## src/rtl/jtkiwi_subctl_if.sv

```systemverilog
// Sub Z80 bus bundle: address, strobes and data in both directions.
interface jtkiwi_subctl_if;
  logic [15:0] A;
  logic        mreq_n;
  logic        rfsh_n;
  logic        iorq_n;
  logic        m1_n;
  logic        wr_n;
  logic [7:0]  dout;
  logic [7:0]  din;

  modport master (output A, mreq_n, rfsh_n, iorq_n, m1_n, wr_n, dout, input din);
  modport slave  (input  A, mreq_n, rfsh_n, iorq_n, m1_n, wr_n, dout, output din);
endinterface

```

## src/rtl/jtkiwi_subctl.sv

```systemverilog
// Sub (sound) Z80 bus controller: decode, banked ROM, IRQ latch, cabinet mux.
// Optional frame watchdog built when JTKIWI_SUBCTL_WDOG_EN is defined.
module jtkiwi_subctl #(
  parameter int unsigned BANKW       = 2,
  parameter int unsigned NCAB        = 3,
  parameter logic [7:0]  CAB_DEF     = 8'h00,
  parameter int unsigned ACK_M1      = 0,
  parameter int unsigned WDOG_FRAMES = 8,
  parameter int unsigned WDOG_PULSE  = 16,
  localparam int unsigned RAW        = 13 + BANKW
) (
  input  logic              clk,
  input  logic              comb_rstn,
  jtkiwi_subctl_if.slave    cpu,
  input  logic              LVBL,
  input  logic [7:0]        rom_data,
  input  logic [7:0]        ram_dout,
  input  logic [7:0]        fm_dout,
  input  logic [8*NCAB-1:0] cab_in,
  output logic [RAW-1:0]    rom_addr,
  output logic              rom_cs,
  output logic              fm_cs,
  output logic              ram_cs,
  output logic              bank_cs,
  output logic [BANKW-1:0]  bank,
  output logic              mcu_rst,
  output logic              int_n,
  output logic              wdog_rst
);

  logic       mem_acc;
  logic       cab_cs;
  logic [7:0] cab_dout;
  logic [7:0] din_r;
  logic [7:0] cab_arr [8];
  logic       lvbl_l, lvbl_ll;
  logic       vb_edge;
  logic       ack;
  logic       unused_bits;

  assign mem_acc     = ~cpu.mreq_n & cpu.rfsh_n;
  assign cpu.din     = din_r;
  assign unused_bits = ^cpu.dout;

  // Upper half of the CPU map is a window into the banked ROM pages
  always_comb begin
    rom_addr = RAW'(cpu.A[14:0]);
    if (cpu.A[15]) rom_addr = {bank, cpu.A[12:0]};
  end

  always_ff @(posedge clk or negedge comb_rstn) begin
    if (!comb_rstn) begin
      rom_cs  <= 1'b0;
      bank_cs <= 1'b0;
      fm_cs   <= 1'b0;
      cab_cs  <= 1'b0;
      ram_cs  <= 1'b0;
    end else begin
      rom_cs  <= mem_acc && (cpu.A[15:12] < 4'hA);
      bank_cs <= mem_acc && (cpu.A[15:12] == 4'hA);
      fm_cs   <= mem_acc && (cpu.A[15:12] == 4'hB);
      cab_cs  <= mem_acc && (cpu.A[15:12] == 4'hC);
      ram_cs  <= mem_acc && (cpu.A[15:12] == 4'hD || cpu.A[15:12] == 4'hE);
    end
  end

  always_ff @(posedge clk or negedge comb_rstn) begin
    if (!comb_rstn) begin
      bank    <= '0;
      mcu_rst <= 1'b0;
    end else if (bank_cs && !cpu.wr_n) begin
      bank    <= cpu.dout[BANKW-1:0];
      mcu_rst <= cpu.dout[BANKW];
    end
  end

  // Unpopulated cabinet indexes read back as CAB_DEF
  for (genvar k = 0; k < 8; k++) begin : g_cab
    if (k < NCAB) begin : g_real
      assign cab_arr[k] = cab_in[8*k +: 8];
    end else begin : g_def
      assign cab_arr[k] = CAB_DEF;
    end
  end

  always_ff @(posedge clk or negedge comb_rstn) begin
    if (!comb_rstn) begin
      cab_dout <= 8'h00;
      din_r    <= 8'h00;
    end else begin
      cab_dout <= cab_arr[cpu.A[2:0]];
      if      (rom_cs) din_r <= rom_data;
      else if (ram_cs) din_r <= ram_dout;
      else if (fm_cs)  din_r <= fm_dout;
      else if (cab_cs) din_r <= cab_dout;
      else             din_r <= 8'h00;
    end
  end

  assign vb_edge = lvbl_ll & ~lvbl_l;
  assign ack     = ~cpu.iorq_n & ((ACK_M1 != 0) ? ~cpu.m1_n : 1'b1);

  // A new frame edge takes precedence over a simultaneous acknowledge
  always_ff @(posedge clk or negedge comb_rstn) begin
    if (!comb_rstn) begin
      lvbl_l  <= 1'b0;
      lvbl_ll <= 1'b0;
      int_n   <= 1'b1;
    end else begin
      lvbl_l  <= LVBL;
      lvbl_ll <= lvbl_l;
      if      (vb_edge) int_n <= 1'b0;
      else if (ack)     int_n <= 1'b1;
    end
  end

`ifdef JTKIWI_SUBCTL_WDOG_EN
  localparam int unsigned FW = 8;
  localparam int unsigned PW = $clog2(WDOG_PULSE + 1);

  typedef enum logic {RUN, FIRE} wdog_st_t;

  wdog_st_t       wdog_st;
  logic [FW-1:0]  fcnt;
  logic [PW-1:0]  pcnt;

  // Frames without a bank access trigger a fixed-length reset pulse
  always_ff @(posedge clk or negedge comb_rstn) begin
    if (!comb_rstn) begin
      wdog_st  <= RUN;
      fcnt     <= '0;
      pcnt     <= '0;
      wdog_rst <= 1'b0;
    end else begin
      case (wdog_st)
        RUN: begin
          if (bank_cs) begin
            fcnt <= '0;
          end else if (vb_edge) begin
            if (fcnt == FW'(WDOG_FRAMES - 1)) begin
              wdog_st  <= FIRE;
              pcnt     <= PW'(WDOG_PULSE);
              fcnt     <= '0;
              wdog_rst <= 1'b1;
            end else begin
              fcnt <= fcnt + FW'(1);
            end
          end
        end
        FIRE: begin
          pcnt <= pcnt - PW'(1);
          if (pcnt == PW'(1)) begin
            wdog_st  <= RUN;
            wdog_rst <= 1'b0;
          end
        end
        default: begin
          wdog_st  <= RUN;
          wdog_rst <= 1'b0;
        end
      endcase
    end
  end
`else
  assign wdog_rst = 1'b0;
`endif

endmodule

```

## src/flat_wrapper.sv

```systemverilog
// flat-port wrapper written by rule: the top's interface ports become plain ports
module jtkiwi_subctl_flat 
#(
  parameter int unsigned BANKW       = 2,
  parameter int unsigned NCAB        = 3,
  parameter logic [7:0]  CAB_DEF     = 8'h00,
  parameter int unsigned ACK_M1      = 0,
  parameter int unsigned WDOG_FRAMES = 8,
  parameter int unsigned WDOG_PULSE  = 16,
  localparam int unsigned RAW        = 13 + BANKW
)
  (clk, comb_rstn, LVBL, rom_data, ram_dout, fm_dout, cab_in, rom_addr, rom_cs, fm_cs, ram_cs, bank_cs, bank, mcu_rst, int_n, wdog_rst, cpu_A, cpu_mreq_n, cpu_rfsh_n, cpu_iorq_n, cpu_m1_n, cpu_wr_n, cpu_dout, cpu_din);
  jtkiwi_subctl_if cpu_i ();
  input  logic clk;
  input  logic comb_rstn;
  input  logic LVBL;
  input  logic [7:0] rom_data;
  input  logic [7:0] ram_dout;
  input  logic [7:0] fm_dout;
  input  logic [8*NCAB-1:0] cab_in;
  output logic [RAW-1:0] rom_addr;
  output logic rom_cs;
  output logic fm_cs;
  output logic ram_cs;
  output logic bank_cs;
  output logic [BANKW-1:0] bank;
  output logic mcu_rst;
  output logic int_n;
  output logic wdog_rst;
  input wire logic [$bits(cpu_i.A)-1:0] cpu_A;
  input wire logic [$bits(cpu_i.mreq_n)-1:0] cpu_mreq_n;
  input wire logic [$bits(cpu_i.rfsh_n)-1:0] cpu_rfsh_n;
  input wire logic [$bits(cpu_i.iorq_n)-1:0] cpu_iorq_n;
  input wire logic [$bits(cpu_i.m1_n)-1:0] cpu_m1_n;
  input wire logic [$bits(cpu_i.wr_n)-1:0] cpu_wr_n;
  input wire logic [$bits(cpu_i.dout)-1:0] cpu_dout;
  output wire logic [$bits(cpu_i.din)-1:0] cpu_din;
  assign cpu_i.A = cpu_A;
  assign cpu_i.mreq_n = cpu_mreq_n;
  assign cpu_i.rfsh_n = cpu_rfsh_n;
  assign cpu_i.iorq_n = cpu_iorq_n;
  assign cpu_i.m1_n = cpu_m1_n;
  assign cpu_i.wr_n = cpu_wr_n;
  assign cpu_i.dout = cpu_dout;
  assign cpu_din = cpu_i.din;
  jtkiwi_subctl #(.BANKW(BANKW), .NCAB(NCAB), .CAB_DEF(CAB_DEF), .ACK_M1(ACK_M1), .WDOG_FRAMES(WDOG_FRAMES), .WDOG_PULSE(WDOG_PULSE)) u_core (.clk(clk), .comb_rstn(comb_rstn), .cpu(cpu_i), .LVBL(LVBL), .rom_data(rom_data), .ram_dout(ram_dout), .fm_dout(fm_dout), .cab_in(cab_in), .rom_addr(rom_addr), .rom_cs(rom_cs), .fm_cs(fm_cs), .ram_cs(ram_cs), .bank_cs(bank_cs), .bank(bank), .mcu_rst(mcu_rst), .int_n(int_n), .wdog_rst(wdog_rst));
endmodule
```

## config.mk

```make
export PLATFORM = sky130hd
export DESIGN_NAME = jtkiwi_subctl_flat
export DESIGN_NICKNAME = d
export VERILOG_FILES = /design/src/rtl/jtkiwi_subctl_if.sv /design/src/rtl/jtkiwi_subctl.sv /design/src/flat_wrapper.sv
export SDC_FILE = /design/constraint.sdc
export NUM_CORES = 1
export LEC_CHECK = 0
export ABC_AREA = 1
export CAP_MARGIN = 5
export CORE_MARGIN = 3
export CORE_UTILIZATION = 37
export DETAILED_ROUTE_END_ITERATION = 16
export PLACE_DENSITY_LB_ADDON = 0.1
export SYNTH_ARGS = -nofsm -noshare
export SYNTH_HDL_FRONTEND = slang
export SYNTH_SLANG_ARGS = --single-unit
```

## constraint.sdc

```tcl
create_clock -name clk -period 1.68 [get_ports clk]
set_input_delay 0.336 -clock clk [delete_from_list [all_inputs] [get_ports clk]]
set_output_delay 0.336 -clock clk [all_outputs]
set_load 0.05 [all_outputs]
```

# After elaboration in Yosys (flattened, before gate mapping)
# Index checks and enable logic that the tools add are counted.
[word_totals]
out_inout_bits = 32
mem_bits_rw = 0
latchBits = 0
mem_bits_ro = 0
memories = 0
register_bits = 27
elab_cells = 43
[op_classes]
magnitude_cmp = 2
div = 0
addsub = 0
shift = 0
n_reduce_logical = 8
n_eq_ne = 6
bitwise_logic = 5
n_mux = 10
multipliers = 0
[op_table]
columns = ["operator", "n"]
rows = [
  ["8-bit 2-to-1 mux", 6],
  ["8-bit binary-select mux with 3-bit select", 1],
  ["4-bit equality test (second input constant)", 5],
  ["15-bit 2-to-1 mux", 1],
  ["1-bit logical AND", 6],
  ["4-bit >= comparator (second input constant)", 1],
  ["4-bit < comparator (second input constant)", 1],
  ["3-bit inverter with 4-bit output", 1],
  ["1-bit bitwise AND", 2],
  ["1-bit 2-to-1 mux", 2],
  ["2-bit by 1-bit inequality test with 1-bit output (second input constant)", 1],
  ["1-bit inverter", 2],
  ["1-bit logical NOT", 1],
  ["1-bit logical OR", 1],
]

# Logic depth before layout (Yosys ltp)
[depth]
ltp_word = 4
depth_mapped = 6
ltp_nobuf = 5

# Worst setup path before layout
# Ideal clock, no wire load.
[synth_timing]
kind = "input to output"
start = "in cpu_A[14]"
end = "out rom_addr[14]"
path_buffers = 0
cell_stages = 2
slack_ps = -109
arrival_ps = 1453
cell_sequence = "inv_1 o21ai_0"
[synth_via]
elab_chain_len = 1
[synth_lines]
columns = ["item", "line_no", "text"]
rows = [
  ["from (decl)", "flat_wrapper.sv:30", "input wire logic [$bits(cpu_i.A)-1:0] cpu_A;"],
  ["15-bit 2-to-1 mux", "jtkiwi_subctl.sv:48", "if (cpu.A[15]) rom_addr = {bank, cpu.A[12:0]};"],
  ["to (decl)", "flat_wrapper.sv:21", "output logic [RAW-1:0] rom_addr;"],
]
# No other way between the ends.

# Worst setup path in the final report
[layout_timing]
start = "in cpu_A[15]"
end = "out rom_addr[13]"
# The elaborated chain is that of the path after synthesis.

==> results.md <==
- The estimated wirelength of the detail-placed design is 2.95 mm.
- The longest clock path from root to sink contains 2 buffers.
- The number of warnings issued by yosys is 0.
- After detailed routing, no signal wire sits above met4.
- The maximum resistive drop on vdd is 0.316 mV.
- In this run the number of H-tree levels came out at 1.
- The detailed router finished its first iteration with 48 violations.
- Setup violations remaining at the end of the flow were counted as 0.
- At the pin with the least slew margin, the transition time is 0.572 ns.
- The proportion of power drawn by the clock network is 22.8%.
- After routing, the total negative slack on setup checks comes to 0 ns.
- The worst reg-to-reg path cell count is 5.
- The worst reg-to-reg setup slack is 0.55 ns.
- Along the worst path, the maximum fanout reaches 2.
- The first-pass GRT wire length is 5.95 mm.
- The gate count after technology mapping is 208.
- The maximum number of pins on one net before global-route repair is 18.
- The slowest stage of the critical path belongs to the cell sky130_fd_sc_hd__clkdlybuf4s50_1.
- The critical path contains buffers and inverters numbering 2 combined.
- The region available for standard cell placement spans 3800 µm².
- The worst path uses 98.4% of the clock period.
- The highest clock rate is 605 MHz.
- The max-slew violation count is 0.
- The count of nets left with antenna violations once routing finished came out at 0.
- The detailed-routed wire length on met2 is 1.56 mm.
- Clock latency on the worst-skew pair, taken at its later pin, is 0.27 ns.
- For this design the static power due to leakage is 1.25 nW.
- The count of endpoints failing hold in the final timing report is 0.
- In this run the count of I/O pins placed on the die edge is 112.
- In this run the cell area of the synthesized design comes to 1520 µm².
- Across all hold checks on the routed design, the worst slack comes to 0.307 ns.
- The power density normalized to cell area is 644 nW/µm².
- The floorplan has 22 rows.
- The first TritonRoute pass finished after 4 iterations.
- After clock tree synthesis, the repair step resized 0 gates.
- In the final layout, the share of cells above drive strength 1 is 14.1%.
- Routability-driven placement finished with a final weighted congestion of 0.727.
- Dividing the detail-routed wire length by the instance count gives 10.7 µm.
- The largest clock skew in the final design is 0.00230 ns.
- The average instance area after synthesis is 7.31 µm².
- The net count reported at finish is 364.
- After clock tree synthesis, the clock-pin slew on the worst setup and hold paths is 0.09 ns.
- The total of flip-flops plus latches after synthesis is 27.
- The worst min-delay path category is in -> async.
- Setup repair after global routing left no endpoint under its margin.
- When the netlist entered floorplanning its net count stood at 288.
- In this run switching power makes up 29.3% of total power.
- The total detailed-routing wirelength is 3.54 mm.
- The arrival time of data at the critical path endpoint is 1.32 ns.
- Input and output buffers added on the ports amount to 86.
- The detailed-route wire length on metal 1 is 1.51 mm.
- For the finished layout, the period the worst path requires is 1.65 ns.
- Data on the critical path is required at its endpoint by 1.34 ns.
- The worst setup path is launched from a primary input.
- The cts-stage hold buffer count is 0.
- The area enclosed by the die boundary is 4910 µm².
- From bottom edge to top edge, the die measures 70.1 µm.
- The portion of total power attributed to sequential cells is 45.4%.
- The signal on the critical path passes through clkdlybuf4s50_1 > mux2_2 > buf_6.
- The area growth from synthesis to layout is 60.5%.
- Global routing consumed, over all layers together, 14.6% of the routing resources.
- STA classifies the critical path endpoint as an output port.
- The detailed-route vias per instance is 4.30.
- The tree built by TritonCTS fans out to 27 sinks.
- The critical path runs through a total of 3 cells.
- The count of max-cap constraint violations is 0.
- The initial antenna violation count is 0.
- For this run, the slowest stage of the critical path takes 0.48 ns.
- In this run the tightest slew margin relative to its limit is 61.9%.
- From left edge to right edge, the die measures 70.1 µm.
- The sequential-to-total area share from yosys stat is 44.5%.
- The number of distinct library cells after synthesis is 21.
- The detailed-route via count is 1423.
- The DRC violations left is 0.
- The antenna diode instance count is 0.
- The cell-internal power is 1.11 mW.
- The combinational cell fraction of total power is 31.8%.
- The via count of the first global-routing pass is 1321.
- Buffers inserted during clock tree synthesis total 3.
- The family of cells with the greatest summed delay on the critical path is buffers and inverters.
- The number of post-CTS setup repair buffers is 0.
- The met3 routed wirelength is 437 µm.
- The initial standard-cell utilization of the core is 40.0%.
- The global-route congestion overflow total is 0.
- The design draws 1.57 mW.
- The path type of the worst setup path is in -> out.
- TritonCTS built the clock tree.
- The run finished with clean final reports.
- The reported net switching power is 461 µW.
- The root buffer selected by CTS is sky130_fd_sc_hd__clkbuf_8.
==> final timing paths <==
kind,from,to
max in group asynchronous,comb_rstn,u_core.fm_cs
worst min register to register,u_core.lvbl_l,u_core.lvbl_ll
worst max-delay path,cpu_A[15],rom_addr[13]
min in group clk,u_core.lvbl_l,u_core.lvbl_ll
worst min-delay path,comb_rstn,u_core.cpu.din[1]
worst max register to register,u_core.ram_cs,u_core.cpu.din[5]
==> Yosys cell counts <==
cell | instances | share of area [%]
sky130_fd_sc_hd__buf_4 | 16 | 7.9
sky130_fd_sc_hd__nand2_1 | 68 | 17
sky130_fd_sc_hd__nand3_1 | 20 | 6.6
sky130_fd_sc_hd__inv_4 | 1 | 0.41
sky130_fd_sc_hd__inv_2 | 3 | 0.74
sky130_fd_sc_hd__nor2_8 | 1 | 1.3
sky130_fd_sc_hd__o21ai_0 | 1 | 0.33
sky130_fd_sc_hd__buf_2 | 2 | 0.66
sky130_fd_sc_hd__dfstp_2 | 1 | 1.7
sky130_fd_sc_hd__nor3_1 | 2 | 0.66
sky130_fd_sc_hd__a21oi_2 | 1 | 0.58
sky130_fd_sc_hd__o22ai_1 | 1 | 0.41
sky130_fd_sc_hd__buf_6 | 2 | 1.5
sky130_fd_sc_hd__dfrtp_1 | 26 | 43
sky130_fd_sc_hd__a21oi_1 | 15 | 4.9
sky130_fd_sc_hd__buf_1 | 1 | 0.25
sky130_fd_sc_hd__xnor2_1 | 1 | 0.58
sky130_fd_sc_hd__inv_1 | 24 | 5.9
sky130_fd_sc_hd__mux2_2 | 1 | 0.74
sky130_fd_sc_hd__nor2_1 | 20 | 4.9
sky130_fd_sc_hd__conb_1 | 1 | 0.25
==> kinds of logic (layout without fill, tap and decap cells) <==
logic type	count (synthesis)	count (layout)	share of synthesized area (%)
simple gates	111	111	30.3
buf+inv	49	124	17.4
xor+xnor	1	1	0.576
mux	1	1	0.741
other cells	1	1	0.247
compound gates	18	18	6.26
flops	27	27	44.5
==> layout make-up <==
type / instances / area [µm²]
Tap cell: 48 / 60.1
Sequential cell: 27 / 677
Multi-Input combinational cell: 132 / 583
Fill cell: 341 / 1360
Inverter: 28 / 108
Timing Repair Buffer: 92 / 967
Clock buffer: 4 / 45.0
==> cells in the final DEF (no fill, tap or decap), drive strengths merged <==
cell / n
clkdlybuf4s50: 64
dfrtp: 26
o21ai: 1
nor2: 21
buf: 28
conb: 1
o22ai: 1
inv: 28
nand3: 20
nand2: 68
dfstp: 1
a21oi: 16
clkbuf: 4
nor3: 2
mux2: 1
xnor2: 1
==> power groups by stage <==
stage | clock network [mW] | registers [mW] | logic, mW
after detailed placement | 0 | 0.727 | 0.499
final | 0.359 | 0.714 | 0.499
after CTS | 0.369 | 0.715 | 0.501
after global placement | 0 | 0.727 | 0.496
after floorplan | 0 | 0.804 | 0.213
after global routing | 0.389 | 0.720 | 0.535
==> layer usage <==
layer | vias to the layer above | global-route usage [%]
met5 | - | 0
met4 | 0 | 5.32
li1 | 773 | -
met3 | 4 | 4.46
met2 | 62 | 22.2
met1 | 584 | 19.4
==> stage by stage <==
stage / setup WS, ns / instance area, µm² / util, % / instances
after floorplan: 0.132 / 1520 / - / 208
after global placement: 0.00806 / 2390 / 62.8 / 327
after detailed placement: 0.00468 / 2390 / 62.8 / 327
after CTS: 0.00170 / 2430 / 64.0 / 331
after global routing: 0.00713 / 2440 / 64.2 / 331
final: 0.0276 / 2440 / 64.2 / 331
Note: power is estimated with default switching activity, not from simulation.
